$ cat src/rtl/regfile_wb_arbiter_pkg.sv
// regfile_wb_arbiter_pkg: shared constants and mask helper for the write-back arbiter
package regfile_wb_arbiter_pkg;
  localparam int   REG_COUNT = 16;
  localparam logic REQ_A     = 1'b0;
  localparam logic REQ_B     = 1'b1;
  function automatic logic [REG_COUNT-1:0] onehot16(input logic [3:0] addr);
    return 16'd1 << addr;
  endfunction
endpackage

$ cat src/rtl/wb_queue2.sv
// wb_queue2: 2-entry write-back FIFO; head sits in slot 0, exposes per-entry valid/addr
module wb_queue2 #(
  parameter int DW    = 32,
  parameter int AW    = 4,
  parameter int DEPTH = 2
) (
  input  logic                clk,
  input  logic                rst,
  input  logic                valid_i,
  input  logic [AW-1:0]       addr_i,
  input  logic [DW-1:0]       data_i,
  input  logic                pop_i,
  output logic                ready_o,
  output logic [AW-1:0]       head_addr_o,
  output logic [DW-1:0]       head_data_o,
  output logic [1:0]          ent_vld_o,
  output logic [1:0][AW-1:0]  ent_addr_o
);
  logic [1:0]          cnt_q, cnt_d;
  logic [1:0][AW-1:0]  addr_q, addr_d;
  logic [1:0][DW-1:0]  data_q, data_d;
  logic                push, pop, slot;
  assign ready_o     = cnt_q < 2'(DEPTH);
  assign push        = valid_i & ready_o;
  assign pop         = pop_i & (cnt_q != 2'd0);
  // a push lands behind whatever survives this edge's pop
  assign slot        = cnt_q[0] & ~pop;
  assign head_addr_o = addr_q[0];
  assign head_data_o = data_q[0];
  assign ent_vld_o   = {cnt_q == 2'd2, cnt_q != 2'd0};
  assign ent_addr_o  = addr_q;
  always_comb begin
    addr_d = addr_q;
    data_d = data_q;
    if (pop) begin
      addr_d[0] = addr_q[1];
      data_d[0] = data_q[1];
    end
    if (push) begin
      addr_d[slot] = addr_i;
      data_d[slot] = data_i;
    end
    cnt_d = cnt_q + 2'(push) - 2'(pop);
  end
  always_ff @(posedge clk) begin
    cnt_q  <= rst ? cnt_d : 2'd0;
    addr_q <= addr_d;
    data_q <= data_d;
  end
endmodule

$ cat src/rtl/regfile_wb_arbiter.sv
// regfile_wb_arbiter: round-robin share of the register-file write port between
// ALU (A) and load (B) write-back queues, with a pending-write mask for hazard stalls
module regfile_wb_arbiter
  import regfile_wb_arbiter_pkg::*;
#(
  parameter int DATA_WIDTH = 31,
  parameter int ADDR_WIDTH = 3,
  parameter int DEPTH      = 2
) (
  input  logic                  clk,
  input  logic                  rst,
  input  logic                  a_valid,
  output logic                  a_ready,
  input  logic [ADDR_WIDTH:0]   a_addr,
  input  logic [DATA_WIDTH:0]   a_data,
  input  logic                  b_valid,
  output logic                  b_ready,
  input  logic [ADDR_WIDTH:0]   b_addr,
  input  logic [DATA_WIDTH:0]   b_data,
  input  logic                  hold,
  output logic                  wr_enable,
  output logic [ADDR_WIDTH:0]   wr_addr,
  output logic [DATA_WIDTH:0]   wr_data,
  output logic [REG_COUNT-1:0]  pending_mask,
  output logic                  idle
);
  logic [ADDR_WIDTH:0]        a_head_addr, b_head_addr, wr_addr_q, wr_addr_d;
  logic [DATA_WIDTH:0]        a_head_data, b_head_data, wr_data_q, wr_data_d;
  logic [1:0]                 a_vld, b_vld;
  logic [1:0][ADDR_WIDTH:0]   a_ent, b_ent;
  logic                       a_el, b_el, grant_a, grant_b;
  logic                       last_q, last_d, wr_enable_q;
  wb_queue2 #(.DW(DATA_WIDTH+1), .AW(ADDR_WIDTH+1), .DEPTH(DEPTH)) u_qa (
    .clk(clk), .rst(rst), .valid_i(a_valid), .addr_i(a_addr), .data_i(a_data),
    .pop_i(grant_a), .ready_o(a_ready), .head_addr_o(a_head_addr),
    .head_data_o(a_head_data), .ent_vld_o(a_vld), .ent_addr_o(a_ent)
  );
  wb_queue2 #(.DW(DATA_WIDTH+1), .AW(ADDR_WIDTH+1), .DEPTH(DEPTH)) u_qb (
    .clk(clk), .rst(rst), .valid_i(b_valid), .addr_i(b_addr), .data_i(b_data),
    .pop_i(grant_b), .ready_o(b_ready), .head_addr_o(b_head_addr),
    .head_data_o(b_head_data), .ent_vld_o(b_vld), .ent_addr_o(b_ent)
  );
  assign a_el      = a_vld[0] & ~hold;
  assign b_el      = b_vld[0] & ~hold;
  assign grant_a   = a_el & (~b_el | (last_q == REQ_B));
  assign grant_b   = b_el & ~grant_a;
  assign last_d    = grant_a ? REQ_A : grant_b ? REQ_B : last_q;
  assign wr_addr_d = grant_a ? a_head_addr : grant_b ? b_head_addr : wr_addr_q;
  assign wr_data_d = grant_a ? a_head_data : grant_b ? b_head_data : wr_data_q;
  always_ff @(posedge clk) begin
    if (!rst) begin
      last_q      <= REQ_B;
      wr_enable_q <= 1'b0;
      wr_addr_q   <= '0;
      wr_data_q   <= '0;
    end else begin
      last_q      <= last_d;
      wr_enable_q <= grant_a | grant_b;
      wr_addr_q   <= wr_addr_d;
      wr_data_q   <= wr_data_d;
    end
  end
  assign wr_enable = wr_enable_q;
  assign wr_addr   = wr_addr_q;
  assign wr_data   = wr_data_q;
  assign idle      = ~a_vld[0] & ~b_vld[0] & ~wr_enable_q;
  always_comb begin
    pending_mask = wr_enable_q ? onehot16(wr_addr_q) : '0;
    for (int i = 0; i < 2; i++) begin
      pending_mask |= a_vld[i] ? onehot16(a_ent[i]) : '0;
      pending_mask |= b_vld[i] ? onehot16(b_ent[i]) : '0;
    end
  end
endmodule
$ cat config.mk
export PLATFORM = sky130hd
export DESIGN_NAME = regfile_wb_arbiter
export DESIGN_NICKNAME = d
export VERILOG_FILES = /design/src/rtl/regfile_wb_arbiter_pkg.sv /design/src/rtl/wb_queue2.sv /design/src/rtl/regfile_wb_arbiter.sv
export SDC_FILE = /design/constraint.sdc
export NUM_CORES = 1
export LEC_CHECK = 0
export ABC_AREA = 1
export CORE_UTILIZATION = 48
export DETAILED_ROUTE_END_ITERATION = 10
export PLACE_DENSITY = 0.76
export SETUP_SLACK_MARGIN = 0.4
export SLEW_MARGIN = 20
export SYNTH_ARGS = -nofsm -noshare
export SYNTH_HDL_FRONTEND = slang
export SYNTH_SLANG_ARGS = --single-unit
$ cat constraint.sdc
create_clock -name clk -period 4.49 [get_ports clk]
set_clock_uncertainty 0.2 [all_clocks]
set_input_delay 0.449 -clock clk [delete_from_list [all_inputs] [get_ports clk]]
set_output_delay 0.449 -clock clk [all_outputs]
set_load 0.01 [all_outputs]
==> impl_results.md <==
* Die Span Y at 131.1 µm
* Avg Cell Area, Syn at 8.493 µm²
* CTS buffer count at 17
* Placer Congestion at 0.9376
* Setup Fix Bufs, Post-CTS at 0
* Num rows at 46
* Post-Syn Nets at 1023
* I/O Buffers at 132
* Max Cap Viol at 0
* Final wirelength at 22340 µm
* Final Cell Area at 0.009951 mm²
* Pwr Density at 675.0 mW/mm²
* Vias per std cell at 5.601
* Setup TNS at 0 ns
* Clock Tree Buf Depth at 2
* CTS Root Buffer Type: clkbuf_16
* Routed length per placed instance at 17.58 µm
* Clock Latency Late Sink at 0.43 ns
* Worst VDD drop at 0.0004329 V
* Total Power at 6.717 mW
* CTS-repair resized insts at 0
* Post-DP Area at 0.009403 mm²
* Vias at 7119
* Final setup viols at 0
* Total congestion overflow at 0
* Worst Hold Depth at 2
* CTS Hold Buffers Added at 0
* Met3 wire length at 1392 µm
* CTS Sinks at 186
* Req. time, crit path at 3.84 ns
* Share of layout cells above drive strength 1 at 4.645%
* Die area at 0.01719 mm²
* Post-synthesis cell count at 942
* RSZ-0062 raised after global routing: no
* Worst-path clk slew at 0.07 ns
* Period utilisation layout at 70.28%
* WP data arrival at 2.51 ns
* Worst hold path class: reg -> reg
* Synthesized cell area at 0.008000 mm²
* Initial Utilization at 49.82%
* R2R Path Start: u_qa.cnt_q[1]
* Post-DP HPWL at 14720 µm
* Slew Limit Headroom at 29.92%
* Leakage at 3.820 nW
* Post-placement worst setup slack at 1.204 ns
* Hold EP: u_qa.head_data_o[19]
* CP Class: reg -> out
* GRT Total Usage at 26.09%
* Hold path startpoint: u_qa.head_data_o[19]
* Fmax at 316.9 MHz
* CP startpoint kind: flop
* Register area share after synthesis at 55.55%
* Vias in the first global route at 6677
* Reg-to-reg endpoint: u_qa.head_data_o[28]
* Worst Reg-to-Reg Cells at 9
* DRT Pass-1 Iters at 6
* Area of the core at 0.01606 mm²
* Routed wire length on met2 at 11170 µm
* Fillers at 1397
* Wire length on met1 at 9276 µm
* Syn-to-layout area delta at 24.38%
* H-tree depth at 4
* Pin count of the biggest net entering global routing at 84
* Top area cells in the synthesized netlist: dfxtp_1 29%, edfxtp_1 27%, nand2_1 11%
* CTS tree: built
* Post-route antenna net violation count at 0
* Final setup margin at 1.335 ns
* # diodes at 0
* Area leader, netlist: dfxtp_1
* Outcome: completed
* YS warnings at 0
* Final nets at 1123
* Synth top area share at 28.53%
* Highest Signal Layer: met4
* Initial drt markers at 671
* Distinct cell type count of the synthesized netlist at 32
* Fin. Hold Viols at 0
* Initial antenna violation count at 0
* CP Max Fanout at 8
* First-pass GRT wire length at 35130 µm
* Die Wd at 131.1 µm
* I/O pin cnt at 133
* Crit path time final at 3.155 ns
* Worst setup EP type: output port
* Register bit total from synthesis at 186
* DRC at 0
* Worst-margin pin slew at 1.049 ns
* Pins Over Slew Limit at 0
* Worst R2R Setup Slack at 1.62 ns
## power by group
group	internal, mW	total [mW]	switching, mW
Combinational	0.961	2.50	1.54
Clock	0.780	1.41	0.632
Sequential	2.38	2.81	0.424
## how the worst max path moves through the flow
| stage | from | to | slack, ns | cells past startpoint |
|---|---|---|---|---|
| finish | u_qb.cnt_q[1] | pending_mask[3] | 1.33 | 5 |
| CTS | u_qb.cnt_q[1] | pending_mask[3] | 1.37 | 5 |
| global route | u_qb.cnt_q[1] | pending_mask[10] | 1.20 | 5 |
| global placement | hold | u_qb.data_q[54] | 1.22 | 7 |
| floorplan | u_qa.cnt_q[1] | u_qb.data_q[32] | 1.03 | 9 |
| detailed placement | hold | u_qb.data_q[58] | 1.20 | 7 |
## worst max-delay path: stages, from the launching register on
cell and delay [ns]:
dfxtp_1 0.53, nand2_1 0.12, nor2_1 0.54, a22oi_1 0.20, nand3b_1 0.11, clkdlybuf4s50_1 0.57
## flip-flops by register name (all words and copies together), names as in the netlist
register	cells
u_qa.cnt_q	2
u_qa.data_q	32
last_q	1
u_qb.cnt_q	2
u_qa.ent_addr_o	4
u_qb.head_data_o	32
u_qa.head_addr_o	4
u_qb.ent_addr_o	4
u_qb.head_addr_o	4
wr_enable	1
wr_addr	4
wr_data	32
u_qb.data_q	32
u_qa.head_data_o	32
## synth_stat cells, drive strengths merged
master     n
o21ai     21
nand3    146
nor4       1
inv       43
o211ai     4
clkinv     1
buf       29
nand2    244
nand4      8
a21oi     27
a22oi      1
o2111ai    6
nor3      19
clkbuf    30
nor2      83
o22a       3
and3       1
edfxtp    72
nand3b    14
dfxtp    114
a31oi     70
o22ai      1
ha         4
## logic make-up after synthesis
kind of cell / Yosys count / share of synthesized area, %
compound gates: 133 / 10.15
fa+ha+maj: 4 / 0.6256
buf+inv: 103 / 5.443
flops: 186 / 55.55
simple gates: 516 / 28.23
## per-layer routing
layer  track usage [%]  vias up
met2             45.04      300
met5                 0        -
li1                  -     3468
met4             8.824        0
met3             4.668       42
met1             32.81     3309
## final cells by class
type                    count  area (µm²)  area share, %
repair buffers            140        1381          13.88
multi-input cells         653        3142          31.57
clock inverters            10       93.84         0.9430
flip-flops and latches    186        4444          44.66
clock buffers              22       454.2          4.564
inverters                  44       165.2          1.660
well taps                 216       270.3          2.716
## cell usage in the layout, fill, tap and decap left out, drive strengths merged, types with 14 or more instances in the layout
cell type and instances:
a21oi 27, o21ai 21, clkbuf 22, clkdlybuf4s50 132, dfxtp 114, nand3 146
a31oi 70, nor2 83, edfxtp 72, nor3 19, inv 45, nand2 244
nand3b 14
## per-stage QoR
step,hold WS [ns],util [%],std cells
after floorplan,0.2479,-,942
after global placement,0.2603,58.56,1239
after detailed placement,0.2628,58.56,1239
after CTS,0.2732,61.97,1271
after global routing,0.2962,61.97,1271
final,0.2707,61.97,1271
Power figures use the tool's default switching activity.
